==> src/rtl/hive_reg_uart_rx.sv <==
// Receive half of the rbus UART. It oversamples the line with a phase-accumulator
// tick, frames LSB-first data bytes, and queues them in a FIFO that rbus reads pop.
//
//   state   | meaning
//   --------+---------------------------------------------------------------
//   S_BRK   | line held low (break or reset mid-frame); wait for it to go high
//   S_IDLE  | line high; wait for the falling edge of a start bit
//   S_START | count to the middle of the start bit and confirm it is still low
//   S_DATA  | sample the data bits at mid-bit, LSB first
//   S_STOP  | sample the stop bit; high pushes the byte, low flags a framing error
module hive_reg_uart_rx #(
  parameter int ALU_W       = 32,
  parameter int RBUS_ADDR_W = 4,
  parameter int ADDR        = 5,
  parameter int DATA_W      = 8,
  parameter int CLK_HZ      = 160000000,
  parameter int BAUD_HZ     = 115200,
  parameter int OSR         = 16,
  parameter int FIFO_ADDR_W = 4,
  parameter int SYNC_W      = 2
) (
  input  logic                   clk_i,
  input  logic                   rst_i,
  input  logic [RBUS_ADDR_W-1:0] rbus_addr_i,
  input  logic                   rbus_wr_i,
  input  logic                   rbus_rd_i,
  input  logic [ALU_W-1:0]       rbus_wr_data_i,
  output logic [ALU_W-1:0]       rbus_rd_data_o,
  input  logic                   uart_rx_i,
  output logic                   rx_rdy_o
);

  localparam logic [63:0] INC_64 =
    ((64'(BAUD_HZ) * 64'(OSR) * (64'd1 << 32)) + (64'(CLK_HZ) / 64'd2)) / 64'(CLK_HZ);
  localparam logic [31:0] INC   = INC_64[31:0];
  localparam int          CNT_W = $clog2(OSR);
  localparam int          BIT_W = (DATA_W > 1) ? $clog2(DATA_W) : 1;
  localparam int          DEPTH = 2 ** FIFO_ADDR_W;

  typedef enum logic [2:0] {S_BRK, S_IDLE, S_START, S_DATA, S_STOP} state_t;

  logic [31:0]            acc;
  logic [32:0]            acc_sum;
  logic                   tick;
  logic [SYNC_W-1:0]      sync;
  logic                   line;
  state_t                 state;
  logic [CNT_W-1:0]       cnt;
  logic [BIT_W-1:0]       bit_idx;
  logic [DATA_W-1:0]      shreg;
  logic                   sample;
  logic                   push;
  logic                   frm_set;

  logic [DATA_W-1:0]      mem [DEPTH];
  logic [FIFO_ADDR_W-1:0] wr_ptr;
  logic [FIFO_ADDR_W-1:0] rd_ptr;
  logic [FIFO_ADDR_W:0]   count;
  logic [FIFO_ADDR_W:0]   count_nxt;
  logic                   empty;
  logic                   full;
  logic                   rd_hit;
  logic                   wr_hit;
  logic                   pop;
  logic                   push_ok;
  logic                   ovr_set;
  logic                   ovr;
  logic                   frm;
  logic [ALU_W-1:0]       rd_word;
  logic                   unused_wr_bits;

  assign acc_sum = {1'b0, acc} + {1'b0, INC};
  assign tick    = acc_sum[32];
  assign line    = sync[SYNC_W-1];

  always_ff @(posedge clk_i) begin
    if (rst_i) begin
      acc  <= '0;
      sync <= '1;
    end else begin
      acc  <= acc_sum[31:0];
      sync <= {sync[SYNC_W-2:0], uart_rx_i};
    end
  end

  // Down-counters reload on every mid-bit sample; terminal count is zero.
  assign sample  = tick && (cnt == '0);
  assign push    = (state == S_STOP) && sample && line;
  assign frm_set = (state == S_STOP) && sample && !line;

  always_ff @(posedge clk_i) begin
    if (rst_i) begin
      state   <= S_BRK;
      cnt     <= '0;
      bit_idx <= '0;
      shreg   <= '0;
    end else begin
      case (state)
        S_BRK: begin
          if (line) state <= S_IDLE;
        end
        S_IDLE: begin
          if (!line) begin
            state <= S_START;
            cnt   <= CNT_W'(OSR / 2 - 1);
          end
        end
        S_START: begin
          if (tick) begin
            if (cnt == '0) begin
              if (!line) begin
                state   <= S_DATA;
                cnt     <= CNT_W'(OSR - 1);
                bit_idx <= '0;
              end else begin
                state <= S_IDLE;
              end
            end else begin
              cnt <= cnt - 1'b1;
            end
          end
        end
        S_DATA: begin
          if (tick) begin
            if (cnt == '0) begin
              shreg[bit_idx] <= line;
              cnt            <= CNT_W'(OSR - 1);
              if (bit_idx == BIT_W'(DATA_W - 1)) state <= S_STOP;
              else bit_idx <= bit_idx + 1'b1;
            end else begin
              cnt <= cnt - 1'b1;
            end
          end
        end
        S_STOP: begin
          if (tick) begin
            if (cnt == '0) state <= line ? S_IDLE : S_BRK;
            else cnt <= cnt - 1'b1;
          end
        end
        default: state <= S_BRK;
      endcase
    end
  end

  assign rd_hit  = rbus_rd_i && (rbus_addr_i == RBUS_ADDR_W'(ADDR));
  assign wr_hit  = rbus_wr_i && (rbus_addr_i == RBUS_ADDR_W'(ADDR));
  assign empty   = (count == '0);
  assign full    = (count == (FIFO_ADDR_W + 1)'(DEPTH));
  assign pop     = rd_hit && !empty;
  // A pop in the same cycle frees the slot, so a full FIFO still accepts the push.
  assign push_ok = push && (!full || pop);
  assign ovr_set = push && full && !pop;

  always_comb begin
    count_nxt = count;
    case ({push_ok, pop})
      2'b10:   count_nxt = count + 1'b1;
      2'b01:   count_nxt = count - 1'b1;
      default: count_nxt = count;
    endcase
  end

  always_comb begin
    rd_word          = '0;
    rd_word[ALU_W-1] = empty;
    rd_word[ALU_W-2] = ovr;
    rd_word[ALU_W-3] = frm;
    if (!empty) rd_word[DATA_W-1:0] = mem[rd_ptr];
  end

  always_ff @(posedge clk_i) begin
    if (!rst_i && push_ok) mem[wr_ptr] <= shreg;
  end

  always_ff @(posedge clk_i) begin
    if (rst_i) begin
      wr_ptr         <= '0;
      rd_ptr         <= '0;
      count          <= '0;
      ovr            <= 1'b0;
      frm            <= 1'b0;
      rx_rdy_o       <= 1'b0;
      rbus_rd_data_o <= '0;
    end else begin
      if (push_ok) wr_ptr <= wr_ptr + 1'b1;
      if (pop)     rd_ptr <= rd_ptr + 1'b1;
      count          <= count_nxt;
      rx_rdy_o       <= (count_nxt != '0);
      rbus_rd_data_o <= rd_hit ? rd_word : '0;
      if (ovr_set)                               ovr <= 1'b1;
      else if (wr_hit && rbus_wr_data_i[ALU_W-2]) ovr <= 1'b0;
      if (frm_set)                               frm <= 1'b1;
      else if (wr_hit && rbus_wr_data_i[ALU_W-3]) frm <= 1'b0;
    end
  end

  assign unused_wr_bits = ^{rbus_wr_data_i[ALU_W-1], rbus_wr_data_i[ALU_W-4:0]};

endmodule

==> config.mk <==
export PLATFORM = sky130hd
export DESIGN_NAME = hive_reg_uart_rx
export DESIGN_NICKNAME = d
export VERILOG_FILES = /design/src/rtl/hive_reg_uart_rx.sv
export SDC_FILE = /design/constraint.sdc
export NUM_CORES = 1
export LEC_CHECK = 0
export CAP_MARGIN = 10
export CORE_AREA = 5 5 165 167
export DETAILED_ROUTE_END_ITERATION = 10
export DIE_AREA = 0 0 170 172
export GPL_ROUTABILITY_DRIVEN = 1
export PLACE_DENSITY = 0.61
export SYNTH_ARGS = -nofsm -noshare
export SYNTH_HDL_FRONTEND = slang
export SYNTH_SLANG_ARGS = --single-unit
==> constraint.sdc <==
create_clock -name clk_i -period 4.3 [get_ports clk_i]
set_clock_uncertainty 0.05 [all_clocks]
set_input_delay 1.075 -clock clk_i [delete_from_list [all_inputs] [get_ports clk_i]]
set_output_delay 1.075 -clock clk_i [all_outputs]
set_load 0.05 [all_outputs]
* Word level (Yosys, flattened, before mapping)
Memory sizes are Yosys's and may differ from the RTL's. A register that Yosys moved wholly into a read port is not among the register bits.
Cells that the tools add are included.
** Storage, ports and cells
- Flip-flop bits (word level) :: 92
- Memory bits (writable) :: 128
- Bits of input ports :: 41
- Output and inout bits :: 33
- Word-level logic and storage cells :: 119
- Memories :: 1
** Memory list
- mem :: words 16, width 8, read ports 1, clocked after memory_dff 1, wr ports 1, line 55 : logic [DATA_W-1:0] mem [DEPTH];
** Operators by class
- Add/subtract/negate cells :: 7
- $lt $le $gt $ge :: 2
- Equal/unequal tests :: 22
- Multiplexer cells :: 38
- Bitwise gates (word level) :: 1
- Reductions and logical operators :: 34
** Operators with widths (number)
- $mux 3 :: 15
- $add 32x26->33 const B :: 1
- $mux 4 :: 8
- $ne 2x2->1 const B :: 11
- $pmux 4 s4 :: 1
- $pmux 3 s5 :: 1
- $logic_and 1x1->1 :: 14
- $reduce_and 7->1 :: 2
- $pmux 5 s2 :: 1
- $reduce_and 9->1 :: 1
- $add 4x1->4 const B :: 2
- $bwmux 8 :: 1
- $mux 1 :: 8
- $eq 3x2->1 const B :: 2
- $eq 3x3->1 const B :: 2
- $pmux 3 s2 :: 1
- $reduce_bool 2->1 :: 3
- $add 5x1->5 const B :: 1
- $eq 5x5->1 const B :: 1
- $logic_not 1->1 :: 5
- $logic_not 5->1 :: 1
- $reduce_bool 5->1 :: 1
- $sub 5x1->5 const B :: 1
- $eq 4x3->1 const B :: 1
- 19 further kinds :: 19

* Longest topological paths before layout
Gate-level depths: netlist of run 1.
- Depth after elaboration :: 8
- Gate-level depth with buffers :: 14
- Depth with buffers taken out :: 14

* Worst setup path after synthesis of run 1
Ideal clock, no wire load.
- Path kind :: input to register
- Start point :: input port rbus_addr_i[3]
- End point :: register rx_rdy_o
- Setup time :: 0.134 ns
- Arrival :: 3.373 ns
- Required time :: 4.116 ns
- Path slack :: 0.743 ns
- Stages :: 10
- Path buffers :: 0
- Cells stage by stage :: and4bb_2 > nand2_1 > nor2_1 > nand2_1 > xnor2_1 > ha_1 > nor3b_1 > mux2i_1 > mux2_2 > or4_1
** On the way
- Longest elaborated chain between the ends :: 8
- Elaborated cells on any way between the ends :: 9
- Those cells by class :: eq/ne: 3; mux: 1; reduce/logical: 5
** RTL lines
- from (decl) :: line 24 : input logic [RBUS_ADDR_W-1:0] rbus_addr_i,
- $eq 4x3->1 * :: line 146 : assign rd_hit = rbus_rd_i && (rbus_addr_i == RBUS_ADDR_W'(ADDR));
- $logic_and 1x1->1 * :: line 146
- $logic_and 1x1->1 * :: line 150 : assign pop = rd_hit && !empty;
- $logic_or 1x1->1 :: line 152 : assign push_ok = push && (!full || pop);
- $logic_and 1x1->1 :: line 152
- $eq 2x1->1 or $eq 2x2->1 (tied branches) :: line 157 : case ({push_ok, pop})
- $pmux 5 s2 * :: line 157
- $reduce_bool 5->1 * :: line 189 : rx_rdy_o <= (count_nxt != '0);
- to (signal assigned) :: line 189
- to (decl) :: line 30 : output logic rx_rdy_o
Every way passes the cells marked *; elsewhere a longest branch is shown, timed or not.
A chain may end at the register's enable or synchronous reset.

* Final worst setup path of run 1
- Start point :: register acc[11]
- End point :: register rx_rdy_o
** On the way
- Longest elaborated chain between the ends :: 8
- Elaborated cells on any way between the ends :: 9
- Those cells by class :: add/sub: 1; eq/ne: 2; mux: 1; reduce/logical: 5
** RTL lines
- from (decl) :: line 42 : logic [31:0] acc;
- from (signal assigned) :: line 81 : acc <= acc_sum[31:0];
- $add 32x26->33 * :: line 72 : assign acc_sum = {1'b0, acc} + {1'b0, INC};
- $logic_and 1x1->1 * :: line 87 : assign sample = tick && (cnt == '0);
- $logic_and 1x1->1 * (2 in a row) :: line 88 : assign push = (state == S_STOP) && sample && line;
- $logic_and 1x1->1 * :: line 152
- $eq 2x1->1 or $eq 2x2->1 (tied branches) :: line 157
- $pmux 5 s2 * :: line 157
- $reduce_bool 5->1 * :: line 189
Marks and branches as above.

==> metrics.cfg, run 1 <==
[layout]
post_route_cells_drive_above_1_share_pct = 16.0
finalNetCount = 760
area_growth_synth_to_finish_pct = 15.1
final_std_cells_w_o_fill = 1060
num-fill-cells = 2405
num_antenna_cells = 0

[detailed_routing]
drtAntennaViolNets = 0
viasPerCell = 4.85
post_drt_wl_per_cell_um = 16.0
routed_wl_um = 17000
drcViolationCount = 0
drtPass1Iterations = 4
detailedRoute.firstIterationViolations = 331
vias = 5144

[synthesis]
ys_dominant_reg_cell = sky130_fd_sc_hd__edfxtp_1
post-synth-top-count-cell = sky130_fd_sc_hd__edfxtp_1
synth_largest_type_area_fraction_pct = 43.8
post_synth_num_cell_types = 68
postSynthCellCount = 665
mappedNetlistArea_sq_mm = 0.00878
synthDominantAreaCellType = sky130_fd_sc_hd__edfxtp_1
synth_top_cells_by_area = sky130_fd_sc_hd__edfxtp_1 (44%), sky130_fd_sc_hd__dfxtp_1 (18%), sky130_fd_sc_hd__mux4_2 (8.2%)
synth_area_per_cell_sq_um = 13.2
synth-seq-area-share_pct = 61.8
postSynthRegisterBits = 207
synth_enable_flop_cells = 128
synthesis.yosys.warnings = 0
share_of_synthesized_flip_flops_with_an_asynchronous_set_or_reset_pct = 0
synth_common_cells = sky130_fd_sc_hd__edfxtp_1 (128), sky130_fd_sc_hd__nor2_1 (82), sky130_fd_sc_hd__dfxtp_1 (79)

[pwr]
seq_power_share_pct = 51.9
switching_share_pct = 23.6
clock_power_share_pct = 41.2
combPwrFrac_pct = 6.9
netSwitchingPower_mw = 1.01
totalPowerFinal_mw = 4.27
worst_ir_drop_vdd_uv = 210
powerDensity_mw_per_mm2 = 423
leakagePower_nw = 3.39
power.internal_mw = 3.26

[floorplanning]
design.core.area_sq_mm = 0.0256
die_height_um = 172
core.rowCount = 59
die_area_sq_mm = 0.0292
count_of_boundary_i_o_pins = 74
die_w_um = 170
start_util_pct = 34.3

[critical_path]
cpMaxStageDelayCell = sky130_fd_sc_hd__or4_4
worst-endpoint-required_ns = 4.62
slowest_delay_ns = 0.51
worst_setup_sp_type = flop
cp_data_arrival_time_ns = 3.93
cp-end-kind = flop
r2r_endpoint = rx_rdy_o
critical_path_peak_fanout = 6
critical_path.startpoint = acc[11]
timing.reg2reg.setup_slack_ns = 0.69
worst_r2r_startpoint = acc[11]
r2r_cells = 11
path_cells = or3_4 > or4_4 > o2111ai_4 > a21o_4 > nand2_1 > xnor2_1 > ha_1 > nor3b_1 > mux2i_1 > mux2_2 > or4_1
criticalPathCategory = reg2reg

[global_routing]
grt_pass1_wl_um = 26900
grt_overflow = 0
grt_antenna_before_repair = 0
track_usage_pct = 11.6
number_of_global_route_vias_before_repair = 4932
grt_start_max_net_pins = 35

[sta]
maxSlewViolCount = 0
finalCritPeriodShare_pct = 84.0
rsz0062_at_grt = no
worst_pin_slew_ns = 1.01
finalHoldViolCount = 0
max_clock_freq_mhz = 277
shortest_clock_period_the_worst_path_allows_after_layout_ns = 3.61
setup_viol = 0
timing.slew.headroom_pct = 32.3
tns_ns = 0

[flow_run]
drv_cap = 0

[cts]
holdBufCountCts = 0
cts_tree = done
post_cts_sizing = 0
tritoncts.num_buffers = 22
cts_max_path_buffers = 3
clkTransAtPathRegs_ns = 0.06
cts_num_sinks = 207
postCtsSetupRepairBufs = 0
ctsRootBufferMaster = sky130_fd_sc_hd__clkbuf_16
ctsHtreeMaxLevel = 1
worstSkewPairLatency_ns = 0.51

[hold_path]
min_path_cells = 1
worst_hold_path_type = reg2reg
hold_path.startpoint = sync[0]
worst_hold_path_ep = sync[1]

[place]
dp.final_hpwl_um = 11000
place.gp.congestion = 0.800
numPlacedInstances = 1020
io_buffers = 22

[run_status]
status = complete, no violations

## worst max-delay path by stage
stage / endpoint / slack [ns]
global route: rx_rdy_o / 0.53
detailed placement: rx_rdy_o / 0.43
global placement: rx_rdy_o / 0.47
floorplan: rx_rdy_o / 0.74
CTS: rx_rdy_o / 0.67
finish: rx_rdy_o / 0.69
## power groups by stage
stage	Combinational (mW)	Clock, mW	Sequential (mW)
detailed placement	0.295	0	2.26
global placement	0.291	0	2.26
CTS	0.297	1.82	2.22
floorplan	0.266	0	2.24
finish	0.295	1.76	2.22
global route	0.335	1.90	2.23
## cell usage in the layout, fill, tap and decap left out, types with 4 or more instances in the layout
cell type / count
sky130_fd_sc_hd__clkdlybuf4s50_1: 21
sky130_fd_sc_hd__nor3_1: 12
sky130_fd_sc_hd__nor2_1: 82
sky130_fd_sc_hd__ha_1: 10
sky130_fd_sc_hd__edfxtp_1: 128
sky130_fd_sc_hd__nand2_1: 40
sky130_fd_sc_hd__and3_1: 6
sky130_fd_sc_hd__clkinv_1: 4
sky130_fd_sc_hd__mux2i_1: 16
sky130_fd_sc_hd__clkinvlp_4: 5
sky130_fd_sc_hd__nand4_1: 11
sky130_fd_sc_hd__mux4_2: 32
sky130_fd_sc_hd__conb_1: 21
sky130_fd_sc_hd__a21oi_1: 22
sky130_fd_sc_hd__xnor2_1: 13
sky130_fd_sc_hd__nor3b_1: 5
sky130_fd_sc_hd__o21ai_0: 14
sky130_fd_sc_hd__nand3_1: 12
sky130_fd_sc_hd__nor2b_1: 15
sky130_fd_sc_hd__buf_4: 24
sky130_fd_sc_hd__dfxtp_1: 78
sky130_fd_sc_hd__inv_1: 14
sky130_fd_sc_hd__or2_2: 5
sky130_fd_sc_hd__or3_1: 7
sky130_fd_sc_hd__xor2_1: 16
sky130_fd_sc_hd__clkbuf_16: 22
sky130_fd_sc_hd__a211oi_1: 18
sky130_fd_sc_hd__and2_1: 4
## flip-flops by register name, indices dropped and copies added (netlist names)
| signal | count |
|---|---|
| shreg | 8 |
| bit_idx | 3 |
| count | 5 |
| rd_ptr | 4 |
| ovr | 1 |
| acc | 32 |
| wr_ptr | 4 |
| sync | 2 |
| rx_rdy_o | 1 |
| frm | 1 |
| rbus_rd_data_o | 11 |
| cnt | 4 |
| mem | 128 |
| state | 3 |
## through the flow
stage          util [%]  cell area [sq um]  setup WS [ns]  hold WS (ns)
2_1_floorplan         -               8850          0.743         0.339
3_3_place_gp       36.8               9410          0.474         0.343
3_5_place_dp       36.8               9410          0.432         0.343
4_1_cts            39.4              10100          0.668         0.358
5_1_grt            39.4              10100          0.532         0.386
6_report           39.4              10100          0.687         0.357
## cell families (layout without fill, tap and decap cells)
group | Yosys count | after routing | synth area share (%)
and+or+nand+nor | 222 | 222 | 12.7
AOI/OAI and AO/OA | 83 | 83 | 7.00
other | 1 | 21 | 0.0427
xor gates and xnor gates | 29 | 29 | 2.89
DFF | 207 | 207 | 61.8
buffers and inverters | 61 | 101 | 3.52
adders and majority gates | 10 | 10 | 1.43
muxes | 52 | 52 | 10.6
## area by class of cell
class	instances	area, sq um	share of cell area (%)
multi-input cells	417	3120	30.9
flip-flops and latches	207	5430	53.7
clock buffers	28	603	5.97
repair buffers	46	395	3.92
clock inverters	12	80.1	0.793
well taps	335	419	4.15
inverters	15	56.3	0.558
## metal layers
layer | up-vias | part of all wire, % | routed length (um) | track usage, %
li1 | 2521 | - | - | -
met2 | 119 | 47 | 7980 | 19.6
met3 | 29 | 5.3 | 894 | 2.24
met1 | 2475 | 46 | 7780 | 15.5
met5 | - | 0 | 0 | 0
met4 | 0 | 2.1 | 359 | 2.88
## worst max-delay path, delay by kind of cell, from the launching register on
kind	cells	cell delay, ns
and+or+nand+nor	5	1.59
AOI/OAI and AO/OA	2	0.60
muxes	2	0.50
DFF	1	0.39
adders and majority gates	1	0.22
xor gates and xnor gates	1	0.13
(Power assumes the default switching activity.)
==> run 2, diff against run 1 <==
Clock period 4.3 ns to 3.55 ns, I/O delays scaled along.
==> run 2 against run 1 <==
  * Sequential share of layout area fell by 0.66 points
  * Routed wire length rose by 0.78%
  * Via count rose by 2.3%
  * First-iteration DRC count rose by 4.2%
  * Critical path type unchanged
  * Largest cell class unchanged
==> metrics.cfg, run 2 (synthesis results as in run 1) <==
[detailed_routing]
viasPerCell = 4.91
post_drt_wl_per_cell_um = 16.0
drtAntennaViolNets = 0
detailedRoute.firstIterationViolations = 345
drcViolationCount = 0
routed_wl_um = 17100
drtPass1Iterations = 4
vias = 5264

[place]
numPlacedInstances = 1032
placed_cell_area_sq_mm = 0.00950
post-place-ws_ns = -0.0586
dp.final_hpwl_um = 11200
io_buffers = 22
place.gp.congestion = 0.763

[cts]
worstSkewPairLatency_ns = 0.50
ctsRootBufferMaster = sky130_fd_sc_hd__clkbuf_16
ctsHtreeMaxLevel = 1
cts_tree = done
clkTransAtPathRegs_ns = 0.06
cts_num_sinks = 207
tritoncts.num_buffers = 22
holdBufCountCts = 0
cts_max_path_buffers = 3

[critical_path]
critical_path_peak_fanout = 4
path_cells = or3_4 > or4_4 > o2111ai_4 > a21o_4 > nand2_1 > xnor2_1 > ha_1 > nor3b_2 > mux2i_1 > mux2_2 > or4_1
cp-end-kind = flop
worst-endpoint-required_ns = 3.86
criticalPathCategory = reg2reg
slowest_delay_ns = 0.51
worst_setup_sp_type = flop
cpMaxStageDelayCell = sky130_fd_sc_hd__or4_1
cp_data_arrival_time_ns = 3.69

[layout]
final_cell_mix = sky130_fd_sc_hd__edfxtp_1 (128), sky130_fd_sc_hd__nor2_1 (82), sky130_fd_sc_hd__dfxtp_1 (77)
final_std_cells_w_o_fill = 1072
layout.cells.most_common = sky130_fd_sc_hd__edfxtp_1
ff_latch_area_sq_mm = 0.00543
largest_registers = mem: 128 flops, acc: 32 flops, rbus_rd_data_o: 11 flops
finalNetCount = 774
post_route_cells_drive_above_1_share_pct = 17.4
area_growth_synth_to_finish_pct = 16.5
num_antenna_cells = 0
post-route-cell-area_sq_mm = 0.0102
num-fill-cells = 2413
max_reg_flops = 128
multiInputGateArea_sq_mm = 0.00312
regMostFlops = mem

[hold_path]
worst_hold_path_type = reg2reg

[sta]
timing.slew.headroom_pct = 39.5
shortest_clock_period_the_worst_path_allows_after_layout_ns = 3.38
tns_ns = 0
rsz0062_at_grt = no
setup_viol = 0
worst_pin_slew_ns = 0.906
finalCritPeriodShare_pct = 95.2
maxSlewViolCount = 0
max_clock_freq_mhz = 296
post-route-worst-setup-slack_ns = 0.169
finalHoldViolCount = 0

[pwr]
power.internal_mw = 4.09
totalPowerFinal_mw = 5.29
switching_share_pct = 22.7
worst_ir_drop_vdd_uv = 348
combPwrFrac_pct = 7.2
powerDensity_mw_per_mm2 = 517
clock_power_share_pct = 42.0
leakagePower_nw = 3.49
netSwitchingPower_mw = 1.20
seq_power_share_pct = 50.8

[floorplanning]
die_area_sq_mm = 0.0292
die_w_um = 170
die_height_um = 172
core.rowCount = 59
start_util_pct = 34.3
count_of_boundary_i_o_pins = 74
design.core.area_sq_mm = 0.0256

[global_routing]
track_usage_pct = 11.9
grt_start_max_net_pins = 23
number_of_global_route_vias_before_repair = 5196
grt_antenna_before_repair = 0
grt_overflow = 0
grt_pass1_wl_um = 27900

[flow_run]
drv_cap = 0

[run_status]
status = complete, no violations

run 2: cell types whose count changed in the layout (fill, tap and decap cells not counted):
cell and change:
sky130_fd_sc_hd__buf_4 +14, sky130_fd_sc_hd__bufinv_16 +2, sky130_fd_sc_hd__clkbuf_1 +2, sky130_fd_sc_hd__clkbuf_8 -1, sky130_fd_sc_hd__clkinvlp_4 -5, sky130_fd_sc_hd__dfxtp_1 -1
sky130_fd_sc_hd__dfxtp_2 +1, sky130_fd_sc_hd__nor3b_1 -1, sky130_fd_sc_hd__nor3b_2 +1
run 2: repair_timing:
item	CTS	global route
hold endpoints to repair	0	0
gates resized for setup	0	2
endpoints found under the setup margin	0	1
setup buffers	0	2
run 2: worst max-delay path, delay by kind of cell, from the launching register on:
family | cells | cell delay (ns)
AOI/OAI and AO/OA | 2 | 0.41
and+or+nand+nor | 5 | 1.58
DFF | 1 | 0.32
xor gates and xnor gates | 1 | 0.13
muxes | 2 | 0.53
adders and majority gates | 1 | 0.22
run 2: power by group through the flow:
stage | logic (mW) | clock network [mW] | registers [mW]
after detailed placement | 0.383 | 0 | 2.73
after global routing | 0.433 | 2.37 | 2.70
after global placement | 0.377 | 0 | 2.73
after CTS | 0.385 | 2.28 | 2.68
after floorplan | 0.322 | 0 | 2.71
final | 0.383 | 2.22 | 2.68
run 2: area by class of cell:
type                    instances  share of cell area, %
repair buffers                 60                   4.89
multi-input cells             417                   30.5
flip-flops and latches        207                   53.1
inverters                      15                  0.551
clock inverters                 9                   1.00
well taps                     335                   4.10
clock buffers                  29                   5.84
run 2: worst paths after layout:
check	cells past startpoint	slack, ns	to	from
min	1	0.36	sync[1]	sync[0]
min reg2reg	1	0.36	sync[1]	sync[0]
max	11	0.17	rx_rdy_o	acc[12]
max reg2reg	11	0.17	rx_rdy_o	acc[12]
run 2: per-stage QoR:
step	utilization (%)	hold WS (ns)
2_1_floorplan	-	0.339
3_3_place_gp	37.1	0.344
3_5_place_dp	37.1	0.349
4_1_cts	39.8	0.363
5_1_grt	39.9	0.366
6_report	39.9	0.360
run 2: metal layers:
layer,global-route usage (%),share of wire [%]
met1,16.2,46
met2,19.7,47
met3,2.01,4.3
met4,3.23,2.6
met5,0,0
